$ cat config.mk
export PLATFORM = sky130hd
export DESIGN_NAME = uart_tx_fifo
export DESIGN_NICKNAME = d
export VERILOG_FILES = /design/src/rtl/uart_tx_fifo.sv
export SDC_FILE = /design/constraint.sdc
export NUM_CORES = 1
export LEC_CHECK = 0
export CAP_MARGIN = 20
export CORE_MARGIN = 2
export CORE_UTILIZATION = 55
export DETAILED_ROUTE_END_ITERATION = 16
export PLACE_DENSITY = 0.77
export SLEW_MARGIN = 20
export SYNTH_ARGS = -nofsm -noshare
export SYNTH_HDL_FRONTEND = slang
export SYNTH_SLANG_ARGS = --single-unit
$ cat constraint.sdc
create_clock -name clk -period 3.5 [get_ports clk]
set_clock_uncertainty 0.1 [all_clocks]
set_input_delay 0.7 -clock clk [delete_from_list [all_inputs] [get_ports clk]]
set_output_delay 0.7 -clock clk [all_outputs]
set_load 0.05 [all_outputs]
$ cat src/rtl/uart_tx_fifo.sv
// UART transmitter with a small transmit FIFO and runtime frame format.
// Baud divisor, data-bit count (5..8), parity (none/even/odd) and stop-bit
// count are sampled when a byte is popped, so each frame is self-consistent
// even if the configuration changes while it is on the line.
//
// Input handshake: a byte is written into the FIFO on every rising clk edge
// where s_valid && s_ready. s_ready is !full of the registered level only, so
// a pop on the same edge never makes room for a push into a full FIFO. The
// producer may change s_data only after an accepting edge, or while
// s_valid is low.

module uart_tx_fifo #(
  parameter int DIV_W      = 16,
  parameter int FIFO_DEPTH = 4
) (
  input  logic                          clk,
  input  logic                          rst,
  input  logic [DIV_W-1:0]              baud_div,
  input  logic [1:0]                    cfg_data_bits,
  input  logic [1:0]                    cfg_parity,
  input  logic                          cfg_stop2,
  input  logic                          s_valid,
  input  logic [7:0]                    s_data,
  output logic                          s_ready,
  output logic                          tx,
  output logic                          tx_busy,
  output logic [$clog2(FIFO_DEPTH):0]   fifo_level
);

  localparam int AW = $clog2(FIFO_DEPTH);
  localparam int LW = AW + 1;

  typedef enum logic [2:0] {
    S_IDLE,
    S_START,
    S_DATA,
    S_PARITY,
    S_STOP
  } state_t;

  // ---------------------------------------------------------------- FIFO
  logic [7:0]    mem [FIFO_DEPTH];
  logic [AW-1:0] wr_ptr;
  logic [AW-1:0] rd_ptr;
  logic [LW-1:0] level_q;
  logic          full;
  logic          empty;
  logic          push;
  logic          pop;
  logic [7:0]    fifo_head;

  assign full      = (level_q == LW'(FIFO_DEPTH));
  assign empty     = (level_q == '0);
  assign push      = s_valid && !full;
  assign fifo_head = mem[rd_ptr];

  // Storage array: written on accepted pushes, contents need no reset.
  always_ff @(posedge clk) begin
    if (push) mem[wr_ptr] <= s_data;
  end

  // Pointers and occupancy; a simultaneous push and pop leaves the level alone.
  always_ff @(posedge clk or posedge rst) begin
    if (rst) begin
      wr_ptr  <= '0;
      rd_ptr  <= '0;
      level_q <= '0;
    end else begin
      if (push) wr_ptr <= wr_ptr + 1'b1;
      if (pop)  rd_ptr <= rd_ptr + 1'b1;
      case ({push, pop})
        2'b10:   level_q <= level_q + 1'b1;
        2'b01:   level_q <= level_q - 1'b1;
        default: level_q <= level_q;
      endcase
    end
  end

  // ---------------------------------------------------------------- FSM
  state_t           state_q, state_d;
  logic             tx_q, tx_d;
  logic [DIV_W-1:0] baud_cnt_q, baud_cnt_d;
  logic [2:0]       bit_cnt_q, bit_cnt_d;
  logic             stop_cnt_q, stop_cnt_d;
  logic [7:0]       shift_q, shift_d;
  logic             par_q, par_d;
  logic [DIV_W-1:0] div_q, div_d;
  logic [1:0]       bits_q, bits_d;
  logic [1:0]       parity_q, parity_d;
  logic             stop2_q, stop2_d;
  logic             load;

  logic             bit_end;
  logic             last_data;
  logic             par_en;

  assign bit_end   = (baud_cnt_q == div_q);
  assign last_data = (bit_cnt_q == ({1'b0, bits_q} + 3'd4));
  assign par_en    = (parity_q == 2'b01) || (parity_q == 2'b10);

  // State and frame registers; reset forces the line idle immediately.
  always_ff @(posedge clk or posedge rst) begin
    if (rst) begin
      state_q    <= S_IDLE;
      tx_q       <= 1'b1;
      baud_cnt_q <= '0;
      bit_cnt_q  <= '0;
      stop_cnt_q <= 1'b0;
      shift_q    <= '0;
      par_q      <= 1'b0;
      div_q      <= '0;
      bits_q     <= '0;
      parity_q   <= '0;
      stop2_q    <= 1'b0;
    end else begin
      state_q    <= state_d;
      tx_q       <= tx_d;
      baud_cnt_q <= baud_cnt_d;
      bit_cnt_q  <= bit_cnt_d;
      stop_cnt_q <= stop_cnt_d;
      shift_q    <= shift_d;
      par_q      <= par_d;
      div_q      <= div_d;
      bits_q     <= bits_d;
      parity_q   <= parity_d;
      stop2_q    <= stop2_d;
    end
  end

  // Next-state and next-tx; tx_d is the value the line takes for the next bit.
  always_comb begin
    state_d    = state_q;
    tx_d       = tx_q;
    baud_cnt_d = baud_cnt_q;
    bit_cnt_d  = bit_cnt_q;
    stop_cnt_d = stop_cnt_q;
    shift_d    = shift_q;
    par_d      = par_q;
    div_d      = div_q;
    bits_d     = bits_q;
    parity_d   = parity_q;
    stop2_d    = stop2_q;
    load       = 1'b0;

    case (state_q)
      S_IDLE: begin
        tx_d       = 1'b1;
        baud_cnt_d = '0;
        if (!empty) load = 1'b1;
      end
      S_START: begin
        if (bit_end) begin
          baud_cnt_d = '0;
          bit_cnt_d  = '0;
          par_d      = 1'b0;
          tx_d       = shift_q[0];
          state_d    = S_DATA;
        end else begin
          baud_cnt_d = baud_cnt_q + 1'b1;
        end
      end
      S_DATA: begin
        if (bit_end) begin
          baud_cnt_d = '0;
          par_d      = par_q ^ shift_q[0];
          shift_d    = {1'b0, shift_q[7:1]};
          if (last_data) begin
            stop_cnt_d = 1'b0;
            if (par_en) begin
              tx_d    = par_q ^ shift_q[0] ^ (parity_q == 2'b10);
              state_d = S_PARITY;
            end else begin
              tx_d    = 1'b1;
              state_d = S_STOP;
            end
          end else begin
            bit_cnt_d = bit_cnt_q + 3'd1;
            tx_d      = shift_q[1];
          end
        end else begin
          baud_cnt_d = baud_cnt_q + 1'b1;
        end
      end
      S_PARITY: begin
        if (bit_end) begin
          baud_cnt_d = '0;
          stop_cnt_d = 1'b0;
          tx_d       = 1'b1;
          state_d    = S_STOP;
        end else begin
          baud_cnt_d = baud_cnt_q + 1'b1;
        end
      end
      S_STOP: begin
        if (bit_end) begin
          baud_cnt_d = '0;
          if (stop2_q && !stop_cnt_q) begin
            stop_cnt_d = 1'b1;
            tx_d       = 1'b1;
          end else if (!empty) begin
            load = 1'b1;
          end else begin
            tx_d    = 1'b1;
            state_d = S_IDLE;
          end
        end else begin
          baud_cnt_d = baud_cnt_q + 1'b1;
        end
      end
      default: begin
        tx_d    = 1'b1;
        state_d = S_IDLE;
      end
    endcase

    // Starting a frame: take the FIFO head and freeze the frame format.
    if (load) begin
      shift_d    = fifo_head;
      div_d      = baud_div;
      bits_d     = cfg_data_bits;
      parity_d   = cfg_parity;
      stop2_d    = cfg_stop2;
      baud_cnt_d = '0;
      tx_d       = 1'b0;
      state_d    = S_START;
    end
  end

  assign pop        = load;
  assign s_ready    = !full;
  assign tx         = tx_q;
  assign tx_busy    = (state_q != S_IDLE);
  assign fifo_level = level_q;

endmodule

* Word level (Yosys, flattened, before mapping)
Memory sizes are Yosys's and may differ from the RTL's.
Cells that the tools add are included.
** Word-level totals
- Register bits :: 61
- Bits in writable memories :: 32
- Input bits :: 32
- Output and inout port bits :: 6
- Memories kept :: 1
** Memory list
- mem :: depth 4, width 8, rd ports 1, clocked after Yosys merged registers in 0, wr ports 1, RTL line 42 : logic [7:0] mem [FIFO_DEPTH];
** Operators by class
- Add/subtract/negate cells :: 7
- Equal/unequal tests :: 27
- Muxes and demuxes :: 45
- Bitwise gates (word level) :: 2
- Reduce and logical (&&, ||, !) cells :: 21
** Operators with widths (number)
- $mux 3 :: 12
- $mux 16 :: 2
- $pmux 16 s2 :: 1
- $mux 8 :: 3
- $ne 3x3->1 const B :: 7
- $mux 1 :: 20
- $add 16x1->16 const B :: 1
- $eq 16x16->1 :: 1
- $ne 2x2->1 const B :: 8
- $pmux 3 s5 :: 1
- $pmux 3 s2 :: 2
- $reduce_bool 3->1 :: 3
- $reduce_and 8->1 :: 1
- $reduce_bool 2->1 :: 4
- $add 3x1->3 const B :: 2
- $eq 3x2->1 const B :: 2
- $eq 3x3->1 const B :: 2
- $logic_not 3->1 :: 2
- $reduce_and 6->1 :: 1
- $reduce_and 5->1 :: 1
- $add 2x1->2 const B :: 2
- $eq 2x1->1 const B :: 2
- $eq 2x2->1 const B :: 2
- $ne 4x4->1 const B :: 1
- other kinds (15) :: 19

* Longest topological paths before layout
- Word-level depth :: 7
- Mapped depth :: 14
- Gate-level depth less buffers :: 12

* Worst setup path before layout
Ideal clock, no wire load.
- Path type :: flip-flop to flip-flop
- Start :: reg baud_cnt_q[10]
- End :: reg level_q[2] (netlist: fifo_level[2])
- Setup time :: 0.082 ns
- Arrival time :: 2.724 ns
- Data required time :: 3.318 ns
- Slack :: 0.594 ns
- Stages on the path, launching flop included :: 14
- Path buffers :: 1
- Period minus slack after synthesis :: 2.906 ns
- Cells stage by stage :: dfrtp_1 -> xnor2_1 -> nand4_1 -> nor4_4 -> a31oi_4 -> nand2b_4 -> clkinv_2 -> buf_6 -> ha_1 -> inv_1 -> fa_1 -> xor2_1 -> nor2_1 -> xor2_1
** On the way
- Longest elaborated chain between the ends :: 5
- Elaborated cells between the ends (all ways) :: 7
- Classes of those cells :: eq/ne: 3; mux: 3; reduce/logical: 1
** RTL lines
- start, declared :: RTL line 82 : logic [DIV_W-1:0] baud_cnt_q, baud_cnt_d;
- start signal, assigned :: RTL line 118 : baud_cnt_q <= baud_cnt_d;
- $eq 16x16->1 * :: RTL line 97 : assign bit_end = (baud_cnt_q == div_q);
- $mux 1 * :: RTL line 195 : if (bit_end) begin
- $pmux 1 s2 * :: RTL line 145 : case (state_q)
- $eq 2x1->1 / $eq 2x2->1 (equally long branches) :: RTL line 71 : case ({push, pop})
- $pmux 3 s2 / $reduce_bool 2->1 (equally long branches)
- end signal, assigned :: RTL line 72 : 2'b10: level_q <= level_q + 1'b1;
- end signal, assigned :: RTL line 73 : 2'b01: level_q <= level_q - 1'b1;
- end signal, assigned :: RTL line 74 : default: level_q <= level_q;
- end, declared :: RTL line 45 : logic [LW-1:0] level_q;
Every way passes the cells marked *; elsewhere a longest branch is shown, timed or not.
A chain may end at the register's enable or synchronous reset.

* Worst setup path after layout
- Start :: reg state_q[0]
- End :: out tx_busy
** On the way
- Longest elaborated chain between the ends :: 1
** RTL lines
- start, declared :: RTL line 80 : state_t state_q, state_d;
- start signal, assigned :: RTL line 116 : state_q <= state_d;
- $reduce_bool 3->1 :: RTL line 232 : assign tx_busy = (state_q != S_IDLE);
- end, declared :: RTL line 26 : output logic tx_busy,
No other way between the ends.

==> impl_metrics.ini <==
[die]
core_mm2 = 0.00769
num_rows = 32
dieArea_mm2 = 0.00865
io_pins = 38
die-width_um = 93
start_util_pct = 56.7
fp.dieH_um = 93

[global_route]
antenna_found_initial = 0
grt_max_degree = 62
grt_pass1_vias = 2743
grt_pass1_wl_mm = 13.3
grt_usage_pct = 19.7
gr-total-overflow = 0

[detailed_routing]
drt_iter0_markers = 103
wl_per_cell_um = 15.8
post-route-drc-count = 0
final_antenna_net_count = 0
via_count = 2736
wirelength_mm = 7.89
firstDrtPassIters = 4
viasPerCell = 5.49

[placed_design]
port_buffers = 37
gp_congestion = 0.854
place_inst = 482
dp_hpwl_mm = 5.62
placed_cell_area_mm2 = 0.00484

[clock_network]
cts_root_buffer = clkbuf_8
htree_levels = 3
post_cts_resized = 0
clkTransAtPathRegs_ps = 100
cts_tree = done
clockBufferDepth = 2
clock-sinks = 93
cts_setup_buffers = 0
hold_buffers = 0
cts_buffers = 9
clk_latency_ps = 370

[logic_synthesis]
seq_area_frac_synth_pct = 57.1
async_reset_ff_share_pct = 65.6
syn_nets = 391
synth_cell_type_count = 48
synth_edf_count = 32
ys.warnings.count = 0
synth-seq-cells = 93
synthCells = 350
postSynthAreaPerCell_um2 = 12.4
syn_area_mm2 = 0.00436
ys.flop_type = dfrtp_1

[timing]
fin_crit_ps = 3000
hold_viol = 0
setup_viol = 0
tightest_slew_ps = 782
slew_headroom_pct = 47.4
max_freq_ghz = 0.333
fin_tns_setup_ps = 0
rsz0062_at_grt = false
slew_violations = 0
fin_crit_sh_pct = 85.7

[pwr]
power.leakage_nw = 2.00
pwr_density_cell_mw_per_mm2 = 808
ir_drop_mv = 0.560

[finish]
n_antenna_cell = 0
nets = 432
drive_above_1_share_pct = 9.60
ff_latch_area_mm2 = 0.00249
multiInputGateArea_mm2 = 0.00173
fin_area_mm2 = 0.00504
postLayoutCoreUtil_pct = 65.5
syn_to_final_growth_pct = 15.6
fillers = 616
fin_cells = 498

[setup_path]
crit_path_end_kind = output port
critPathArrivalTime_ps = 2200
critPathRequiredTime_ps = 2700
start_kind = flop
critPathKind = reg -> out
cp_max_fo = 11

[flow_run]
maxCapViolations = 0

[worst_hold_path]
hp-class = reg -> reg

[outcome]
status = finished, final reports clean
[power breakdown]
| part | internal [W] | switching [W] | total, W | leakage [nW] |
|---|---|---|---|---|
| Clock | 0.000281 | 0.000426 | 0.000707 | 0.0981 |
| Sequential | 0.00148 | 0.000289 | 0.00177 | 1.05 |
| Combinational | 0.000738 | 0.000863 | 0.00160 | 0.848 |
[stage by stage]
| stage | hold slack, ps | power, W | worst slack, ps |
|---|---|---|---|
| 6_report | 397 | 0.00407 | 500 |
| 5_1_grt | 425 | 0.00435 | 343 |
| 4_1_cts | 402 | 0.00412 | 498 |
| 2_1_floorplan | 356 | 0.00299 | 594 |
| 3_3_place_gp | 365 | 0.00335 | 669 |
| 3_5_place_dp | 378 | 0.00340 | 664 |
[worst paths after layout]
path                                startpoint       endpoint  slack [ps]  cells after the start
worst max register to register  baud_cnt_q[10]  fifo_level[2]         610                     12
min in group asynchronous                  rst      div_q[11]         610                      3
worst max-delay path                state_q[0]        tx_busy         500                      3
worst min-delay path                shift_q[4]     shift_q[3]         400                      2
max in group asynchronous                  rst             tx        2380                      3
worst min register to register      shift_q[4]     shift_q[3]         400                      2
[cell usage in the layout (no fill, tap or decap), drive strengths merged, types with 9 or more instances in the layout]
master          n
dfrtp          60
nand2          27
edfxtp         32
clkbuf          9
clkdlybuf4s50  37
a21oi          16
xnor2          23
xor2           12
nor2           22
inv            24
nand4          11
mux2           21
o21ai          17
[metal layers]
metal | track usage, % | share of wire [%] | up-vias
met5 | 0 | 0 | -
met4 | 4.04 | 0.84 | 0
met3 | 5.16 | 4.0 | 9
met2 | 30.7 | 47 | 47
met1 | 28.4 | 48 | 1347
li1 | - | - | 1333
[synthesized netlist by cell type, types with 2 or more instances]
master    number  area share [%]
nor3_1         4            0.46
and2_1         4            0.57
mux2i_1        6             1.4
o31ai_1        4            0.69
xnor2_1       23             4.6
nand2_1       27             2.3
nand3_1        4            0.46
inv_1         21             1.8
buf_6          2            0.52
or3_1          3            0.43
mux2_1        19             4.9
nor2_1        22             1.9
dfrtp_1       60              34
clkbuf_1       7            0.60
buf_2          2            0.23
nand2b_1       2            0.29
and3_1         6            0.86
a22o_1         3            0.60
xor2_1        12             2.4
edfxtp_1      32              22
o21ai_0       16             1.8
nand4_1       11             1.6
mux2_2         2            0.52
a21oi_1       16             1.8
o221ai_1       4            0.80
ha_1           8             2.3
mux4_2         8             4.1
nor3b_1        2            0.34
[flip-flops by register name, indices dropped and copies added (netlist names)]
signal and cells:
bit_cnt_q 3, mem 32, stop_cnt_q 1, par_q 1, fifo_level 3, baud_cnt_q 16, wr_ptr 2, parity_q 2
stop2_q 1, tx 1, state_q 3, div_q 16, bits_q 2, rd_ptr 2, shift_q 8
[critical path, stage by stage, from the launching register on]
cell	delay, ps
dfrtp_1	500
nor2_1	450
nand2_1	160
clkdlybuf4s50_1	730
[kinds of logic (layout without fill, tap and decap cells)]
family	after synthesis	count (layout)	share of synthesized area, %
AO/OA/AOI/OAI	53	53	7.90
XOR/XNOR	35	35	7.04
adder cells (fa/ha/maj)	10	10	2.99
buffers and inverters	33	79	3.27
flip-flops	93	93	57.1
multiplexers	35	35	10.9
AND/OR/NAND/NOR	91	91	10.7
[area by class of cell]
cell class / instances / area share [%]
repair buffers: 41 / 8.20
clock buffers: 9 / 2.46
well taps: 102 / 2.53
clock inverters: 7 / 1.49
inverters: 22 / 1.66
flip-flops and latches: 93 / 49.4
multi-input cells: 224 / 34.3
Power figures use the tool's default switching activity.
